File: config.mk
export PLATFORM = sky130hd
export DESIGN_NAME = apb_periph_endpoint
export DESIGN_NICKNAME = d
export VERILOG_FILES = /design/src/rtl/apb_periph_endpoint.sv
export SDC_FILE = /design/constraint.sdc
export NUM_CORES = 1
export LEC_CHECK = 0
export ABC_CLOCK_PERIOD_IN_PS = 23600
export CORE_MARGIN = 2
export CORE_UTILIZATION = 37
export CTS_CLUSTER_SIZE = 30
export DETAILED_ROUTE_END_ITERATION = 10
export GPL_ROUTABILITY_DRIVEN = 0
export SLEW_MARGIN = 25
export SYNTH_ARGS = -nofsm -noshare
export SYNTH_HDL_FRONTEND = slang
export SYNTH_SLANG_ARGS = --single-unit
File: constraint.sdc
create_clock -name PCLK -period 23.6 [get_ports PCLK]
set_input_delay 4.72 -clock PCLK [delete_from_list [all_inputs] [get_ports PCLK]]
set_output_delay 4.72 -clock PCLK [all_outputs]
set_load 0.05 [all_outputs]
File: src/rtl/apb_periph_endpoint.sv
// APB endpoint register file (APB_EP_RAND_WAIT_EN adds LFSR-jittered wait states).
// Latency: GRANT_e_p pulses WAIT_CYCLES(+jitter)+1 cycles after the request is captured.
// Backpressure: REQ_p_e is a held level; a new request is accepted only after REQ_p_e drops post-grant.
`timescale 1ns/1ps

`ifndef ADDR_WIDTH
`define ADDR_WIDTH 8
`endif
`ifndef DATA_WIDTH
`define DATA_WIDTH 32
`endif

module apb_periph_endpoint #(
    parameter int unsigned DEPTH       = 16,
    parameter int unsigned WAIT_CYCLES = 2,
    parameter logic [7:0]  LFSR_SEED   = 8'hA5
) (
    input  logic                   PCLK,
    input  logic                   PRESET,
    input  logic [`ADDR_WIDTH-1:0] ADDR_p_e,
    input  logic                   WRITE_p_e,
    input  logic [`DATA_WIDTH-1:0] WDATA_p_e,
    input  logic                   REQ_p_e,
    output logic                   GRANT_e_p,
    output logic [`DATA_WIDTH-1:0] RDATA_e_p,
    output logic [`ADDR_WIDTH-1:0] MaxAddr
);

    localparam int AW = `ADDR_WIDTH;
    localparam int DW = `DATA_WIDTH;
    localparam int IW = $clog2(DEPTH);
    localparam int CW = 5;
    localparam logic [AW-1:0] MAX_ADDR = AW'(DEPTH - 1);

    if (LFSR_SEED == 8'd0 || WAIT_CYCLES > 15) begin : g_param_err
        $error("apb_periph_endpoint: LFSR_SEED must be nonzero and WAIT_CYCLES <= 15");
    end

    typedef enum logic [1:0] {
        ST_IDLE,
        ST_WAIT,
        ST_GRANT,
        ST_RELEASE
    } state_t;

    state_t          state_q, state_d;
    logic [CW-1:0]   cnt_q, cnt_d;
    logic [AW-1:0]   addr_q, addr_d;
    logic            write_q, write_d;
    logic [DW-1:0]   wdata_q, wdata_d;
    logic            grant_q, grant_d;
    logic [DW-1:0]   rdata_q, rdata_d;
    logic [DW-1:0]   mem_q [DEPTH];

    logic [CW-1:0]   wait_total;
    logic            in_range;
    logic [IW-1:0]   idx;
    logic            do_access;

    assign MaxAddr   = MAX_ADDR;
    assign GRANT_e_p = grant_q;
    assign RDATA_e_p = rdata_q;

    assign in_range  = (addr_q <= MAX_ADDR);
    assign idx       = addr_q[IW-1:0];
    // The access is performed on the edge that leaves GRANT, which is also the edge raising GRANT_e_p.
    assign do_access = (state_q == ST_GRANT);

`ifdef APB_EP_RAND_WAIT_EN
    logic [7:0] lfsr_q, lfsr_d;

    assign lfsr_d     = do_access ? {lfsr_q[6:0], lfsr_q[7] ^ lfsr_q[5] ^ lfsr_q[4] ^ lfsr_q[3]}
                                  : lfsr_q;
    assign wait_total = CW'(WAIT_CYCLES) + CW'(lfsr_q[1:0]);

    always_ff @(posedge PCLK or posedge PRESET) begin
        if (PRESET) begin
            lfsr_q <= LFSR_SEED;
        end else begin
            lfsr_q <= lfsr_d;
        end
    end
`else
    assign wait_total = CW'(WAIT_CYCLES);
`endif

    always_comb begin
        state_d = state_q;
        cnt_d   = cnt_q;
        addr_d  = addr_q;
        write_d = write_q;
        wdata_d = wdata_q;
        case (state_q)
            ST_IDLE: begin
                if (REQ_p_e) begin
                    addr_d  = ADDR_p_e;
                    write_d = WRITE_p_e;
                    wdata_d = WDATA_p_e;
                    if (wait_total == '0) begin
                        state_d = ST_GRANT;
                    end else begin
                        cnt_d   = wait_total - CW'(1);
                        state_d = ST_WAIT;
                    end
                end
            end
            ST_WAIT: begin
                if (cnt_q == '0) begin
                    state_d = ST_GRANT;
                end else begin
                    cnt_d = cnt_q - CW'(1);
                end
            end
            ST_GRANT: begin
                state_d = ST_RELEASE;
            end
            ST_RELEASE: begin
                if (!REQ_p_e) begin
                    state_d = ST_IDLE;
                end
            end
            default: begin
                state_d = ST_IDLE;
            end
        endcase
    end

    always_comb begin
        grant_d = do_access;
        rdata_d = rdata_q;
        if (do_access && !write_q) begin
            rdata_d = in_range ? mem_q[idx] : '0;
        end
    end

    always_ff @(posedge PCLK or posedge PRESET) begin
        if (PRESET) begin
            state_q <= ST_IDLE;
            cnt_q   <= '0;
            addr_q  <= '0;
            write_q <= 1'b0;
            wdata_q <= '0;
            grant_q <= 1'b0;
            rdata_q <= '0;
            for (int i = 0; i < DEPTH; i++) begin
                mem_q[i] <= '0;
            end
        end else begin
            state_q <= state_d;
            cnt_q   <= cnt_d;
            addr_q  <= addr_d;
            write_q <= write_d;
            wdata_q <= wdata_d;
            grant_q <= grant_d;
            rdata_q <= rdata_d;
            if (do_access && write_q && in_range) begin
                mem_q[idx] <= wdata_q;
            end
        end
    end

endmodule

* Word-level counts from Yosys, hierarchy flattened *
Cells that the tools add are included.

word-level totals
  input port bits = 44
  output and inout port bits = 41
  register bits = 593

cells by class
  reductions and logical operators = 11
  eq/ne operators = 7
  $lt $le $gt $ge = 3
  add/sub/neg operators = 1
  multiplexer cells = 14
  bitwise gates (word level) = 1

operators by type and width
  kind                   number
  $bwmux W512            1
  $bmux W32 S4           1
  $demux W32 S4          1
  $mux W32               4
  $mux W5                2
  $pmux W5 S2            1
  $le A8 B4 Y1 const B   1
  $ne A2 B2 Y1 const B   4
  $pmux W2 S4            1
  $mux W2                3
  $reduce_and A3 Y1      2
  $ge A5 B5 Y1 const B   1
  $logic_not A5 Y1       1
  $lt A5 B1 Y1 const B   1
  $not A4 Y5             1
  $sub A5 B1 Y5 const B  1
  $eq A2 B2 Y1 const B   2
  $logic_and A1 B1 Y1    4
  $eq A2 B1 Y1 const B   1
  $logic_not A2 Y1       1
  $reduce_and A2 Y1      1
  $reduce_bool A2 Y1     1
  $logic_not A1 Y1       1

* Longest topological paths before layout *
  word-level depth = 6
  gate-level depth with buffers = 8

* Worst setup path before layout *
Ideal clock, no wire load.

  path kind = input to register
  from = input REQ_p_e
  to = register addr_q[0]
  data required time = 23,475 ps
  cell stages on the path = 3
  setup time = 125 ps
  path buffers = 1
  data arrival time = 5,591 ps
  path slack = 17,884 ps
  cells stage by stage = nand2_1 > clkbuf_1 > mux2_2

on the way
  cells in the longest elaborated chain, start to end = 1

RTL lines
  item                                RTL line  RTL
  start: declaration                  23        input logic REQ_p_e,
  $reduce_and A2 Y1 (no source line)  --
  end signal: assignment              151       addr_q <= addr_d;
  end: declaration                    48        logic [AW-1:0] addr_q, addr_d;

No other way between the ends.
A chain may end at the register's enable or synchronous reset.

==> metrics.csv <==
metric,value,unit
"CTS clk-pin slew, worst paths",0.06,ns
Pwr Density,101,mW/mm²
fin util,0.431,
final wirelength,62.1,mm
worst endpoint required time,24.23,ns
pin count of the biggest net entering global routing,175,
first-pass GRT wire length,97.4,mm
# clock sinks,593,
VDD IR max,0.0697,mV
number of synthesized flops with an enable pin,0,
CTS Hold Buffers Added,0,
Max Cap Viol,0,
ANT cells,0,
die span in y,271,µm
"Top FF cell, synth",dfrtp_1,
CTS resizes,0,
# setup viols final,0,
Buffers on Ports,76,
initial antenna violation count,0,
"Design Area, Final",0.0303,mm²
setup bufs post-CTS,0,
crit path max fanout,174,
sequential area share after synthesis,0.564,
Placed Area,0.0280,mm²
TritonCTS clock tree,built,
TritonCTS buffer count,68,
Slew @ Worst Pin,1.02,ns
internal power,2130,µW
most used cells in the layout excluding fill and tap cells,"mux2_2, dfrtp_1, mux4_2",
GRT Total Usage,0.174,
"commonest non-fill, non-tap cell in the layout",mux2_2,
Clock Tree Buf Depth,3,
sequential share of power,0.465,
total number of yosys warnings,0,
"Avg Cell Area, Syn",16.0,µm²
Gate power share,0.195,
Routed Antenna Nets,0,
post-DR vias/cell,5.36,
routed via count,14400,
htree depth,3,
"Clk Latency, worst-skew pair",0.59,ns
initial DRC count,1053,
DIE AREA,0.0733,mm²
final critical-path share of the clock period,0.285,
Crit. End Element,asynchronous set/reset pin,
DR pass1 iterations,5,
Max transition margin,0.319,
CP arrival,7.35,ns
setup_tns,0,ns
worst hold path type,reg2reg,
# DRC,0,
row cnt,97,
Psw,933,µW
Synth Instances,1648,
worst reg-to-reg setup slack,19.36,ns
initial core utilization,0.374,
CP Class,in2async,
mapped cell area,0.0263,mm²
Final Hold Viols,0,
RSZ-0062 raised after global routing,false,
die width,271,µm
Total Power,3060,µW
WL/cell,23.2,µm
startpoint class of the critical path,input port,
# nets final,1743,
Fin Clk Skew,0.0178,ns
Core Region,0.0703,mm²
vias in the first global route,15500,
Area growth syn-to-layout,15.0,%
switching share of power,0.305,
clock period minus worst slack,6.72,ns
layout cells sized above 1,0.516,
hpwl dp,35.5,mm
Leakage,0.0144,µW
Post-synth ARST share,1.00,
status,finished clean,
Clock power frac,0.340,
io pins,85,
"FF+latch count, synth",593,
post-synthesis cell type count,33,
fmax,149,MHz
CTS root buffer,clkbuf_16,
GRT overflow,0,
Pins Over Slew Limit,0,
path summary, 6_finish.rpt:
kind	start	endpoint	cells after the start
worst max-delay path	PRESET	mem_q[432]$_DFFE_PP0P_	4
worst min-delay path	mem_q[129]$_DFFE_PP0P_	mem_q[129]$_DFFE_PP0P_	1
worst max register to register	addr_q[1]$_DFFE_PP0P_	mem_q[49]$_DFFE_PP0P_	6
worst min register to register	mem_q[129]$_DFFE_PP0P_	mem_q[129]$_DFFE_PP0P_	1
max in group PCLK	RDATA_e_p[2]$_DFFE_PP0P_	RDATA_e_p[2]	1
min in group asynchronous	PRESET	state_q[0]$_DFFE_PP0P_	2
metal layers:
| metal | part of all wire | vias to the layer above | global-route usage |
|---|---|---|---|
| li1 | - | 6155 | - |
| met1 | 0.46 | 7893 | 0.248 |
| met2 | 0.48 | 245 | 0.276 |
| met3 | 0.040 | 78 | 0.0288 |
| met4 | 0.020 | 0 | 0.0423 |
| met5 | 0 | - | 0 |
sequential cells by signal (all words and copies together), names as in the netlist:
| register | flops |
|---|---|
| mem_q | 512 |
| RDATA_e_p | 32 |
| wdata_q | 32 |
| addr_q | 8 |
| cnt_q | 5 |
| state_q | 2 |
| GRANT_e_p | 1 |
| write_q | 1 |
stage by stage:
step	hold WS (ns)	std cells	setup WS (ns)
floorplan	0.452	1654	2.28
global placement	0.462	2562	15.72
CTS	0.486	2682	16.26
finish	0.484	2682	16.88
global route	0.504	2682	16.49
detailed placement	0.473	2563	15.66
synthesized netlist by cell type (all sizes together), types with 2 or more instances:
library cell | n | area [µm²]
mux2 | 617 | 6950
dfrtp | 593 | 14800
mux4 | 128 | 2880
buf | 77 | 427
nand2 | 70 | 263
clkbuf | 66 | 248
a22oi | 32 | 240
nor2 | 13 | 48.8
nor3 | 7 | 65.1
ha | 6 | 75.1
inv | 5 | 18.8
o21ai | 5 | 25.0
nor2b | 4 | 25.0
nand2b | 3 | 18.8
nand4 | 3 | 18.8
a22o | 2 | 17.5
conb | 2 | 7.51
mux2i | 2 | 20.0
nor4 | 2 | 42.5
or3 | 2 | 12.5
cell type report:
cell class | count | area, µm²
clock inverter | 17 | 145
fill | 6204 | 40000
inverter | 5 | 31.3
tap | 940 | 1180
clock buffer | 102 | 2080
timing repair buffer | 112 | 1060
multi-input combinational | 913 | 10900
sequential | 593 | 14900
worst max-delay path, cell delays in order:
cell and delay, ns:
clkdlybuf4s50_1 0.50, clkinv_8 0.45, buf_12 0.71, buf_6 0.64
power by group through the flow:
stage	logic, µW	clock network [µW]	registers [µW]
after global placement	599	0	1430
after floorplan	556	0	1280
after detailed placement	607	0	1440
after CTS	609	1070	1420
final	597	1040	1420
after global routing	646	1110	1460
logic make-up (layout without fill, tap and decap cells):
logic type | count (synthesis) | after routing | share of synthesized area
other | 2 | 8 | 0.000285
buffers and inverters | 148 | 236 | 0.0263
AO/OA/AOI/OAI | 43 | 43 | 0.0118
AND/OR/NAND/NOR | 109 | 109 | 0.0204
multiplexers | 747 | 747 | 0.374
adder cells (fa/ha/maj) | 6 | 6 | 0.00285
flip-flops | 593 | 593 | 0.564
No activity file was read; power rests on OpenSTA's default activity.
